`config.mk`:
```
export PLATFORM = sky130hd
export DESIGN_NAME = spi_host_ctrl_flat
export DESIGN_NICKNAME = d
export VERILOG_FILES = /design/src/rtl/spi_pkg.sv /design/src/rtl/spi_host_ctrl_if.sv /design/src/rtl/spi_clk_gen.sv /design/src/rtl/spi_host_ctrl.sv /design/src/flat_wrapper.sv
export SDC_FILE = /design/constraint.sdc
export NUM_CORES = 1
export LEC_CHECK = 0
export BUFFER_PORTS_ARGS = -buffer_cell sky130_fd_sc_hd__buf_2
export CAP_MARGIN = 20
export CORE_MARGIN = 4
export CORE_UTILIZATION = 25
export DETAILED_ROUTE_END_ITERATION = 8
export SLEW_MARGIN = 0
export SYNTH_ARGS = -nofsm -noshare
export SYNTH_HDL_FRONTEND = slang
export SYNTH_SLANG_ARGS = --single-unit
```
`constraint.sdc`:
```
create_clock -name clk_i -period 2.71 [get_ports clk_i]
set_clock_uncertainty 0.2 [all_clocks]
set_input_delay 0.813 -clock clk_i [delete_from_list [all_inputs] [get_ports clk_i]]
set_output_delay 0.813 -clock clk_i [all_outputs]
set_load 0.01 [all_outputs]
```
`src/rtl/spi_pkg.sv`:
```
// Shared SPI host definitions: frame layout, peripheral addresses and FSM state encoding.
// Declarations only; adds no latency.
// No flow control of its own; users decide how these fields are driven.
package spi_pkg;

   localparam int FRAME_BITS = 32;

   // Register addresses understood by the attached peripheral
   localparam logic [7:0] SPI_ADDR_RESET = 8'h00;
   localparam logic [7:0] SPI_ADDR_OP    = 8'h01;

   // Outgoing frame layout: {8'h00, addr, data}
   localparam int FRM_ADDR_MSB = 23;
   localparam int FRM_ADDR_LSB = 16;
   localparam int FRM_DATA_MSB = 15;
   localparam int FRM_DATA_LSB = 0;

   // Readback layout returned by the peripheral
   localparam int RB_BUSY_BIT = 16;
   localparam int RB_Y_MSB    = 15;
   localparam int RB_Y_LSB    = 0;

   // Host FSM encoding, kept as plain constants so older tools can match on them
   typedef logic [2:0] spi_state_t;
   localparam spi_state_t IDLE  = 3'd0;
   localparam spi_state_t SETUP = 3'd1;
   localparam spi_state_t SHIFT = 3'd2;
   localparam spi_state_t HOLD  = 3'd3;
   localparam spi_state_t GAP   = 3'd4;

   // Build the outgoing command word; the top byte is always zero
   function automatic logic [FRAME_BITS-1:0] spi_frame(input logic [7:0]  addr,
                                                       input logic [15:0] data);
      logic [FRAME_BITS-1:0] f;
      f = '0;
      f[FRM_ADDR_MSB:FRM_ADDR_LSB] = addr;
      f[FRM_DATA_MSB:FRM_DATA_LSB] = data;
      return f;
   endfunction

endpackage

```
`src/rtl/spi_host_ctrl_if.sv`:
```
// System-side command/response bundle of the SPI host: start request, frame fields, status and readback.
// Pure wiring, zero latency.
// The requester must hold off start_i while busy_o is high; a start during busy is dropped, never queued.
interface spi_host_ctrl_if;
   import spi_pkg::*;

   logic                  start_i;
   logic [7:0]            addr_bi;
   logic [15:0]           data_bi;
   logic                  busy_o;
   logic                  done_o;
   logic [FRAME_BITS-1:0] rx_data_bo;

   // Requester side (system FSM or CPU bridge)
   modport master (
      output start_i, addr_bi, data_bi,
      input  busy_o, done_o, rx_data_bo
   );

   // SPI host side
   modport slave (
      input  start_i, addr_bi, data_bi,
      output busy_o, done_o, rx_data_bo
   );

endinterface

```
`src/rtl/spi_clk_gen.sv`:
```
// SCLK generator: half-period counter producing the SCLK level plus edge strobes.
// Strobes are combinational and mark the cycle whose closing clock edge toggles SCLK.
// No backpressure; enable low (or reset) clears the counter and parks SCLK low.
module spi_clk_gen #(
   parameter int CLK_DIV = 4
) (
   input  logic clk_i,
   input  logic rst_i,
   input  logic en,
   output logic sclk,
   output logic rise_p,
   output logic fall_p
);

   localparam int               CNT_W    = $clog2(CLK_DIV) + 1;
   localparam logic [CNT_W-1:0] CNT_LAST = CNT_W'(CLK_DIV - 1);

   logic [CNT_W-1:0] cnt;
   logic             tick;

   // The edge that closes a tick cycle flips SCLK, so the owner can move data on that same edge
   assign tick   = en && (cnt == CNT_LAST);
   assign rise_p = tick && !sclk;
   assign fall_p = tick &&  sclk;

   // Count clk_i cycles within each half-period and wrap to 0 on every toggle
   always_ff @(posedge clk_i) begin
      if (rst_i || !en) begin
         cnt  <= '0;
         sclk <= 1'b0;
      end else if (tick) begin
         cnt  <= '0;
         sclk <= ~sclk;
      end else begin
         cnt  <= cnt + CNT_W'(1);
      end
   end

endmodule

```
`src/rtl/spi_host_ctrl.sv`:
```
// SPI mode-0 host: sends one 32-bit {8'h00, addr, data} frame MSB first and captures 32 MISO bits.
// done_o lands 65*CLK_DIV+1 cycles after accept; busy_o drops GAP_CYC cycles later.
// start_i is only taken while busy_o is low; requests during a frame are dropped, not queued.
module spi_host_ctrl
   import spi_pkg::*;
#(
   parameter int CLK_DIV = 4,
   parameter int GAP_CYC = 2
) (
   input  logic           clk_i,
   input  logic           rst_i,
   spi_host_ctrl_if.slave host,
   output logic           sclk_o,
   output logic           mosi_o,
   input  logic           miso_i,
   output logic           cs_o
);

   // One timer serves both the HOLD and GAP phases, so size it for the longer one
   localparam int               TMR_MAX   = (CLK_DIV > GAP_CYC) ? CLK_DIV : GAP_CYC;
   localparam int               TMR_W     = $clog2(TMR_MAX) + 1;
   localparam logic [TMR_W-1:0] HOLD_LAST = TMR_W'(CLK_DIV - 1);
   localparam logic [TMR_W-1:0] GAP_LAST  = TMR_W'(GAP_CYC - 1);
   localparam logic [6:0]       EDGE_LAST = 7'd63;

   spi_state_t            state;
   logic [FRAME_BITS-1:0] frame_in;
   logic [FRAME_BITS-1:0] tx_sh;
   logic [FRAME_BITS-1:0] rx_sh;
   logic [FRAME_BITS-1:0] rx_data;
   logic [6:0]            edge_cnt;
   logic [TMR_W-1:0]      tmr;
   logic                  cs;
   logic                  busy;
   logic                  done;
   logic                  clk_en;
   logic                  sclk;
   logic                  rise_p;
   logic                  fall_p;

   assign frame_in = spi_frame(host.addr_bi, host.data_bi);
   assign clk_en   = (state == SETUP) || (state == SHIFT);

   spi_clk_gen #(
      .CLK_DIV (CLK_DIV)
   ) u_clk_gen (
      .clk_i  (clk_i),
      .rst_i  (rst_i),
      .en     (clk_en),
      .sclk   (sclk),
      .rise_p (rise_p),
      .fall_p (fall_p)
   );

   // MOSI is the top of the shifter; after 32 left shifts it is all zeros, so the line idles at 0
   assign mosi_o          = tx_sh[FRAME_BITS-1];
   assign sclk_o          = sclk;
   assign cs_o            = cs;
   assign host.busy_o     = busy;
   assign host.done_o     = done;
   assign host.rx_data_bo = rx_data;

   // Frame sequencer: accept, shift 32 bits on SCLK falls, hold CS low, then enforce the CS-high gap
   always_ff @(posedge clk_i) begin
      if (rst_i) begin
         state    <= IDLE;
         tx_sh    <= '0;
         rx_sh    <= '0;
         rx_data  <= '0;
         edge_cnt <= '0;
         tmr      <= '0;
         cs       <= 1'b1;
         busy     <= 1'b0;
         done     <= 1'b0;
      end else begin
         done <= 1'b0;
         case (state)
            IDLE: begin
               if (host.start_i) begin
                  tx_sh    <= frame_in;
                  rx_sh    <= '0;
                  edge_cnt <= '0;
                  cs       <= 1'b0;
                  busy     <= 1'b1;
                  state    <= SETUP;
               end
            end
            SETUP: begin
               // MSB already sits on MOSI; wait out one half-period before the first rise
               if (rise_p) begin
                  edge_cnt <= edge_cnt + 7'd1;
                  state    <= SHIFT;
               end
            end
            SHIFT: begin
               if (rise_p) begin
                  edge_cnt <= edge_cnt + 7'd1;
               end else if (fall_p) begin
                  // Peripheral drives MISO on the rise, so it is settled by the fall
                  rx_sh <= {rx_sh[FRAME_BITS-2:0], miso_i};
                  tx_sh <= {tx_sh[FRAME_BITS-2:0], 1'b0};
                  if (edge_cnt == EDGE_LAST) begin
                     tmr   <= '0;
                     state <= HOLD;
                  end else begin
                     edge_cnt <= edge_cnt + 7'd1;
                  end
               end
            end
            HOLD: begin
               if (tmr == HOLD_LAST) begin
                  cs      <= 1'b1;
                  done    <= 1'b1;
                  rx_data <= rx_sh;
                  tmr     <= '0;
                  state   <= GAP;
               end else begin
                  tmr <= tmr + TMR_W'(1);
               end
            end
            GAP: begin
               if (tmr == GAP_LAST) begin
                  busy  <= 1'b0;
                  state <= IDLE;
               end else begin
                  tmr <= tmr + TMR_W'(1);
               end
            end
            default: begin
               state <= IDLE;
            end
         endcase
      end
   end

endmodule

```
`src/flat_wrapper.sv`:
```
// flat-port wrapper written by rule: the top's interface ports become plain ports
module spi_host_ctrl_flat import spi_pkg::*;
#(
   parameter int CLK_DIV = 4,
   parameter int GAP_CYC = 2
)
  (clk_i, rst_i, sclk_o, mosi_o, miso_i, cs_o, host_start_i, host_addr_bi, host_data_bi, host_busy_o, host_done_o, host_rx_data_bo);
  spi_host_ctrl_if host_i ();
  input  logic clk_i;
  input  logic rst_i;
  output logic sclk_o;
  output logic mosi_o;
  input  logic miso_i;
  output logic cs_o;
  input wire logic [$bits(host_i.start_i)-1:0] host_start_i;
  input wire logic [$bits(host_i.addr_bi)-1:0] host_addr_bi;
  input wire logic [$bits(host_i.data_bi)-1:0] host_data_bi;
  output wire logic [$bits(host_i.busy_o)-1:0] host_busy_o;
  output wire logic [$bits(host_i.done_o)-1:0] host_done_o;
  output wire logic [$bits(host_i.rx_data_bo)-1:0] host_rx_data_bo;
  assign host_i.start_i = host_start_i;
  assign host_i.addr_bi = host_addr_bi;
  assign host_i.data_bi = host_data_bi;
  assign host_busy_o = host_i.busy_o;
  assign host_done_o = host_i.done_o;
  assign host_rx_data_bo = host_i.rx_data_bo;
  spi_host_ctrl #(.CLK_DIV(CLK_DIV), .GAP_CYC(GAP_CYC)) u_core (.clk_i(clk_i), .rst_i(rst_i), .host(host_i), .sclk_o(sclk_o), .mosi_o(mosi_o), .miso_i(miso_i), .cs_o(cs_o));
endmodule
```
==> results.toml, run 1 <==
[status]
run_status = "complete, no violations"

[layout]
fin_nets = 632
diodes = 0
drive_above_1_share = 0.184
final_cell_area_um2 = 5810
area_growth_syn_to_layout_pct = 24.7
stdcell_count = 837

[grt]
antenna_found_initial = 0
grt_pass1_vias = 3738
grt-ovfl-total = 0
grtUsageTotal = 0.110
grt_pass1_wl_um = 18300
grt_start_max_net_pins = 57

[logic_synthesis]
synth_seq_area_share = 0.498
ys_async_sr_fraction = 0
yosys_warnings = 0
synth_area_um2 = 4660
synth_cell_type_count = 47
syn_inst = 547
synth_edf_count = 0
ys.flop_type = "dfxtp_1"
synth.avg_cell_area_um2 = 8.53
ys_ff_latch = 116
syn-num-nets = 582

[setup_path]
cpPeakStageDelay_ps = 430
worst_path_most_repeated_cell = "ha_1"
start_kind = "register"
r2r-start = "u_core.u_clk_gen.cnt[0]"
critPathTopFamily = "simple AND/OR/NAND/NOR gates"
cp_slowest_cell = "or3_4"
reg2reg_depth = 6
setup.worst_path.class = "register to register"
crit_buf_inv = 0
worst_r2r_endpoint = "u_core.edge_cnt[5]"
reg2reg_setup_slack_ps = 370
required_ps = 2830
crit_fanout = 8
arrival_ps = 2450
crit_path_end_kind = "register"
crit_chain = "ha_1 > ha_1 > nor3b_1 > mux2i_2 > or3_4 > o31ai_1"

[pwr]
sw_frac_of_total = 0.220
leakage_nw = 2.09
pwr-share-clk = 0.536
pwr-share-seq = 0.413
power_frac_comb = 0.050
p_sw_mw = 0.947
peakVddDrop_mv = 0.447
power_density_nw_per_um2 = 741
internal-power_mw = 3.36

[die]
dieArea_um2 = 20900
io_pins = 65
coreArea_um2 = 18100
die_h_um = 145
die_w_um = 145
row_count = 49
initial_core_util = 0.257

[placed_design]
dpl_worst_slack_ps = 321
dp_cells = 807
hpwl_um = 6640
io_buffers = 64
place_congestion = 0.785
place_area_um2 = 5200

[route]
ant_nets = 0
drt-pass1-iter-count = 4
drt-total-wl_um = 10700
post_drt_wl_per_cell_um = 12.8
initialDrtViolationCount = 176
num_vias = 3875
viasPerCell = 4.63
drc = 0

[sta]
setup_viol = 0
slew_viol_final = 0
hold_slack_ps = 237
hold_viol_final = 0
fin_crit_ps = 2340
worst_pin_slew_ps = 590
rsz0062_at_grt = "false"
fin_crit_sh = 0.862
setup_slack_ps = 373
fmax_mhz = 428
slew_headroom = 0.606
finalSetupTns_ps = 0

[clocking]
htree_levels = 4
cts_tree = "yes"
root_buffer = "clkbuf_16"
clk_pin_slew_ps = 50
cts_setup_buffers = 0
cts_buffers = 17
cts_resized = 0
cts_sinks = 116
clk_latency_ps = 410
clk_path_buf_depth = 2
hold_buffers = 0

[hold_path]
min_to = "u_core.u_clk_gen.cnt[0]"
worstHoldPathType = "register to register"
holdPathStages = 1
min_from = "u_core.u_clk_gen.cnt[0]"

[job]
cap_violations = 0
## area by class of cell
type                            instances  area, µm²
Fill cell                            1938      12300
Clock inverter                          8        125
Multi-Input combinational cell        379       2140
Clock buffer                           22        484
Sequential cell                       116       2320
Tap cell                              229        287
Timing Repair Buffer                   75        430
Inverter                                8       30.0
## power by group through the flow
stage	sequential (mW)	combinational (mW)	clock, mW
after CTS	1.78	0.220	2.38
after global routing	1.79	0.248	2.45
after floorplan	1.81	0.157	0
after detailed placement	1.82	0.220	0
after global placement	1.82	0.219	0
final	1.78	0.217	2.31
## worst max path at each step
stage / slack, ps / end / from / depth (start not counted)
floorplan: 570 / u_core.tmr[1] / u_core.u_clk_gen.cnt[0] / 7
global placement: 410 / u_core.rx_sh[23] / host_start_i / 6
detailed placement: 320 / u_core.edge_cnt[5] / u_core.u_clk_gen.cnt[0] / 6
CTS: 350 / u_core.edge_cnt[5] / u_core.u_clk_gen.cnt[0] / 6
global route: 200 / u_core.edge_cnt[4] / u_core.u_clk_gen.cnt[0] / 6
finish: 370 / u_core.edge_cnt[5] / u_core.u_clk_gen.cnt[0] / 6
## synth_stat cells (all sizes together) (2+ instances only)
cell type,instances,area (µm²)
a211o,3,26.3
a211oi,24,185
a21oi,79,399
a22oi,2,15.0
a31oi,2,12.5
and3,2,12.5
and3b,2,17.5
buf,9,56.3
clkbuf,35,131
dfxtp,116,2320
ha,7,87.6
inv,8,30.0
mux2i,25,254
nand2,109,409
nand2b,4,25.0
nand3,52,273
nand3b,2,15.0
nor2,30,113
nor3,3,15.0
nor3b,3,22.5
o21ai,3,15.0
o311ai,3,26.3
o31ai,5,37.5
or3,3,23.8
## through the flow
| step | power, mW | utilization |
|---|---|---|
| 3_3_place_gp | 2.04 | 0.287 |
| 5_1_grt | 4.49 | 0.320 |
| 3_5_place_dp | 2.04 | 0.287 |
| 4_1_cts | 4.38 | 0.320 |
| 6_report | 4.31 | 0.320 |
| 2_1_floorplan | 1.96 | - |
## layout by cell type, fill, tap and decap left out, types with 2 or more instances in the layout
cell	n
a22oi_1	2
nor2_1	30
a21oi_1	78
nand2b_1	4
nor3b_1	2
buf_4	10
clkinv_2	2
a211oi_1	23
clkbuf_16	17
o31ai_1	5
or3_1	2
nand3_1	51
mux2i_1	24
nor3_1	3
ha_1	7
clkinv_4	2
o21ai_0	3
bufinv_16	3
o311ai_0	3
a211o_1	3
a31oi_1	2
inv_1	8
dfxtp_1	116
nand2_1	109
clkbuf_8	4
buf_12	2
and3_1	2
and3b_1	2
buf_2	63
nand3b_1	2
## sequential cells by signal, indices dropped and copies added, names as in the netlist
| name | flops |
|---|---|
| u_core.rx_sh | 32 |
| u_core.cs_o | 1 |
| u_core.tx_sh | 32 |
| u_core.edge_cnt | 7 |
| u_core.host.rx_data_bo | 32 |
| u_core.u_clk_gen.sclk | 1 |
| u_core.host.busy_o | 1 |
| u_core.tmr | 3 |
| u_core.host.done_o | 1 |
| u_core.u_clk_gen.cnt | 3 |
| u_core.state | 3 |
## cell families (layout without fill, tap and decap cells)
family,count (synthesis),after routing,synth area share
AND/OR/NAND/NOR,214,214,0.205
AO/OA/AOI/OAI,130,130,0.171
flip-flops,116,116,0.498
buffers and inverters,52,113,0.0467
multiplexers,26,26,0.0569
adder cells (fa/ha/maj),7,7,0.0188
XOR/XNOR,2,2,0.00376
## metal layers
layer | vias to the layer above | GRT usage | wire (µm)
met2 | 71 | 0.169 | 4880
met5 | - | 0 | 0
met4 | 0 | 0.0437 | 143
met3 | 9 | 0.0394 | 496
met1 | 1790 | 0.140 | 5160
li1 | 2005 | - | -
(Power assumes the default switching activity.)
==> inputs of run 2 (changes only) <==
--- a/config.mk
+++ b/config.mk
@@ -8,7 +8,8 @@
 export BUFFER_PORTS_ARGS = -buffer_cell sky130_fd_sc_hd__buf_2
 export CAP_MARGIN = 20
 export CORE_MARGIN = 4
-export CORE_UTILIZATION = 25
+export CORE_UTILIZATION = 40
+export CTS_BUF_LIST = sky130_fd_sc_hd__clkbuf_2 sky130_fd_sc_hd__clkbuf_4 sky130_fd_sc_hd__clkbuf_8
 export DETAILED_ROUTE_END_ITERATION = 8
 export SLEW_MARGIN = 0
 export SYNTH_ARGS = -nofsm -noshare
==> run 2 against run 1 <==
- critical path depth is the same
- final area shrank 6.8%
- die area shrank 36%
- combinational power is essentially flat
- cell count shrank 11%
- routed wire length shrank 5.7%
- clock power shrank 39%
- setup slack gained 2.9 ps
- total power shrank 21%
- count of clock-buffer cells in the layout shrank 3
- sequential power is essentially flat
- largest power group is now registers
==> results.toml, run 2 (synthesis gave the netlist of run 1 again) <==
[sta]
worst_pin_slew_ps = 593
slew_viol_final = 0
setup_viol = 0
fin_crit_sh = 0.861
fmax_mhz = 429
rsz0062_at_grt = "false"
hold_slack_ps = 233
slew_headroom = 0.604
hold_viol_final = 0
finalSetupTns_ps = 0
fin_crit_ps = 2330
setup_slack_ps = 376

[clocking]
cts_tree = "yes"
htree_levels = 4
cts_resized = 0
clk_latency_ps = 430
clk_pin_slew_ps = 60
clk_path_buf_depth = 2
cts_setup_buffers = 0
cts_buffers = 17
hold_buffers = 0
root_buffer = "clkbuf_8"
cts_sinks = 116

[setup_path]
setup.worst_path.class = "register to register"
start_kind = "register"
crit_fanout = 8
required_ps = 2860
arrival_ps = 2480
crit_path_end_kind = "register"

[layout]
stdcell_count = 749
final_common_cell = "dfxtp_1"
utilization = 0.475
drive_above_1_share = 0.183
nFillCells = 1140
area_growth_syn_to_layout_pct = 16.2
final_cell_area_um2 = 5420
mostFrequentLayoutCells = "116 x dfxtp_1, 109 x nand2_1, 78 x a21oi_1, 63 x buf_2, 51 x nand3_1"
diodes = 0
fin_nets = 629

[die]
row_count = 39
die_w_um = 116
die_h_um = 116
io_pins = 65
initial_core_util = 0.408
coreArea_um2 = 11400
dieArea_um2 = 13400

[placed_design]
io_buffers = 64
place_congestion = 0.785
place_area_um2 = 5070
dp_cells = 718
hpwl_um = 6270
dpl_worst_slack_ps = 350

[grt]
grtUsageTotal = 0.158
grt-ovfl-total = 0
antenna_found_initial = 0
grt_pass1_vias = 3740
grt_start_max_net_pins = 65
grt_pass1_wl_um = 17000

[hold_path]
worstHoldPathType = "register to register"

[pwr]
peakVddDrop_mv = 0.315
leakage_nw = 1.96
power_density_nw_per_um2 = 627
total_power_mw = 3.40

[route]
num_vias = 3894
post_drt_wl_per_cell_um = 13.4
viasPerCell = 5.20
drc = 0
ant_nets = 0
initialDrtViolationCount = 216
drt-pass1-iter-count = 4
drt-total-wl_um = 10100

[status]
run_status = "complete, no violations"

[job]
cap_violations = 0
[run 2: changes by cell type in the layout (fill, tap and decap cells not counted), moves of 2 or more]
| cell | before | now |
|---|---|---|
| clkbuf_16 | 17 | 0 |
| clkinv_4 | 2 | 0 |
| clkbuf_8 | 4 | 18 |
| buf_4 | 10 | 7 |
| clkinv_2 | 2 | 9 |
| bufinv_16 | 3 | 1 |
[run 2: routing by layer]
| layer | up-vias | wire length (µm) | global-route usage |
|---|---|---|---|
| met5 | - | 0 | 0 |
| met4 | 0 | 116 | 0.0712 |
| met3 | 10 | 543 | 0.0533 |
| met2 | 87 | 4800 | 0.256 |
| met1 | 1803 | 4610 | 0.191 |
| li1 | 1994 | - | - |
[run 2: report_power, final]
| part | internal, mW | total, mW | switching, mW |
|---|---|---|---|
| logic | 0.0779 | 0.214 | 0.136 |
| clock network | 0.735 | 1.40 | 0.668 |
| registers | 1.75 | 1.78 | 0.0315 |
| total | 2.56 | 3.40 | 0.835 |
[run 2: final cells by class]
type,instances,area (µm²),share of cell area
multi-input cells,379,2140,0.394
clock buffers,19,255,0.0471
well taps,143,179,0.0330
repair buffers,72,408,0.0753
flip-flops and latches,116,2320,0.428
clock inverters,12,90.1,0.0166
inverters,8,30.0,0.00554
[run 2: worst paths after layout]
| kind | startpoint | end | slack, ps | depth (start not counted) |
|---|---|---|---|---|
| worst max register to register | u_core.u_clk_gen.cnt[0] | u_core.edge_cnt[5] | 380 | 6 |
| worst min register to register | u_core.u_clk_gen.cnt[0] | u_core.u_clk_gen.cnt[0] | 230 | 1 |
| worst min-delay path | u_core.u_clk_gen.cnt[0] | u_core.u_clk_gen.cnt[0] | 230 | 1 |
| worst max-delay path | u_core.u_clk_gen.cnt[0] | u_core.edge_cnt[5] | 380 | 6 |
[run 2: worst max-delay path, cell delays in order, from the launching register on]
cell and delay [ps]:
dfxtp_1 330, ha_1 150, ha_1 320, nor3b_1 380
mux2i_2 220, or3_4 430, o31ai_1 210
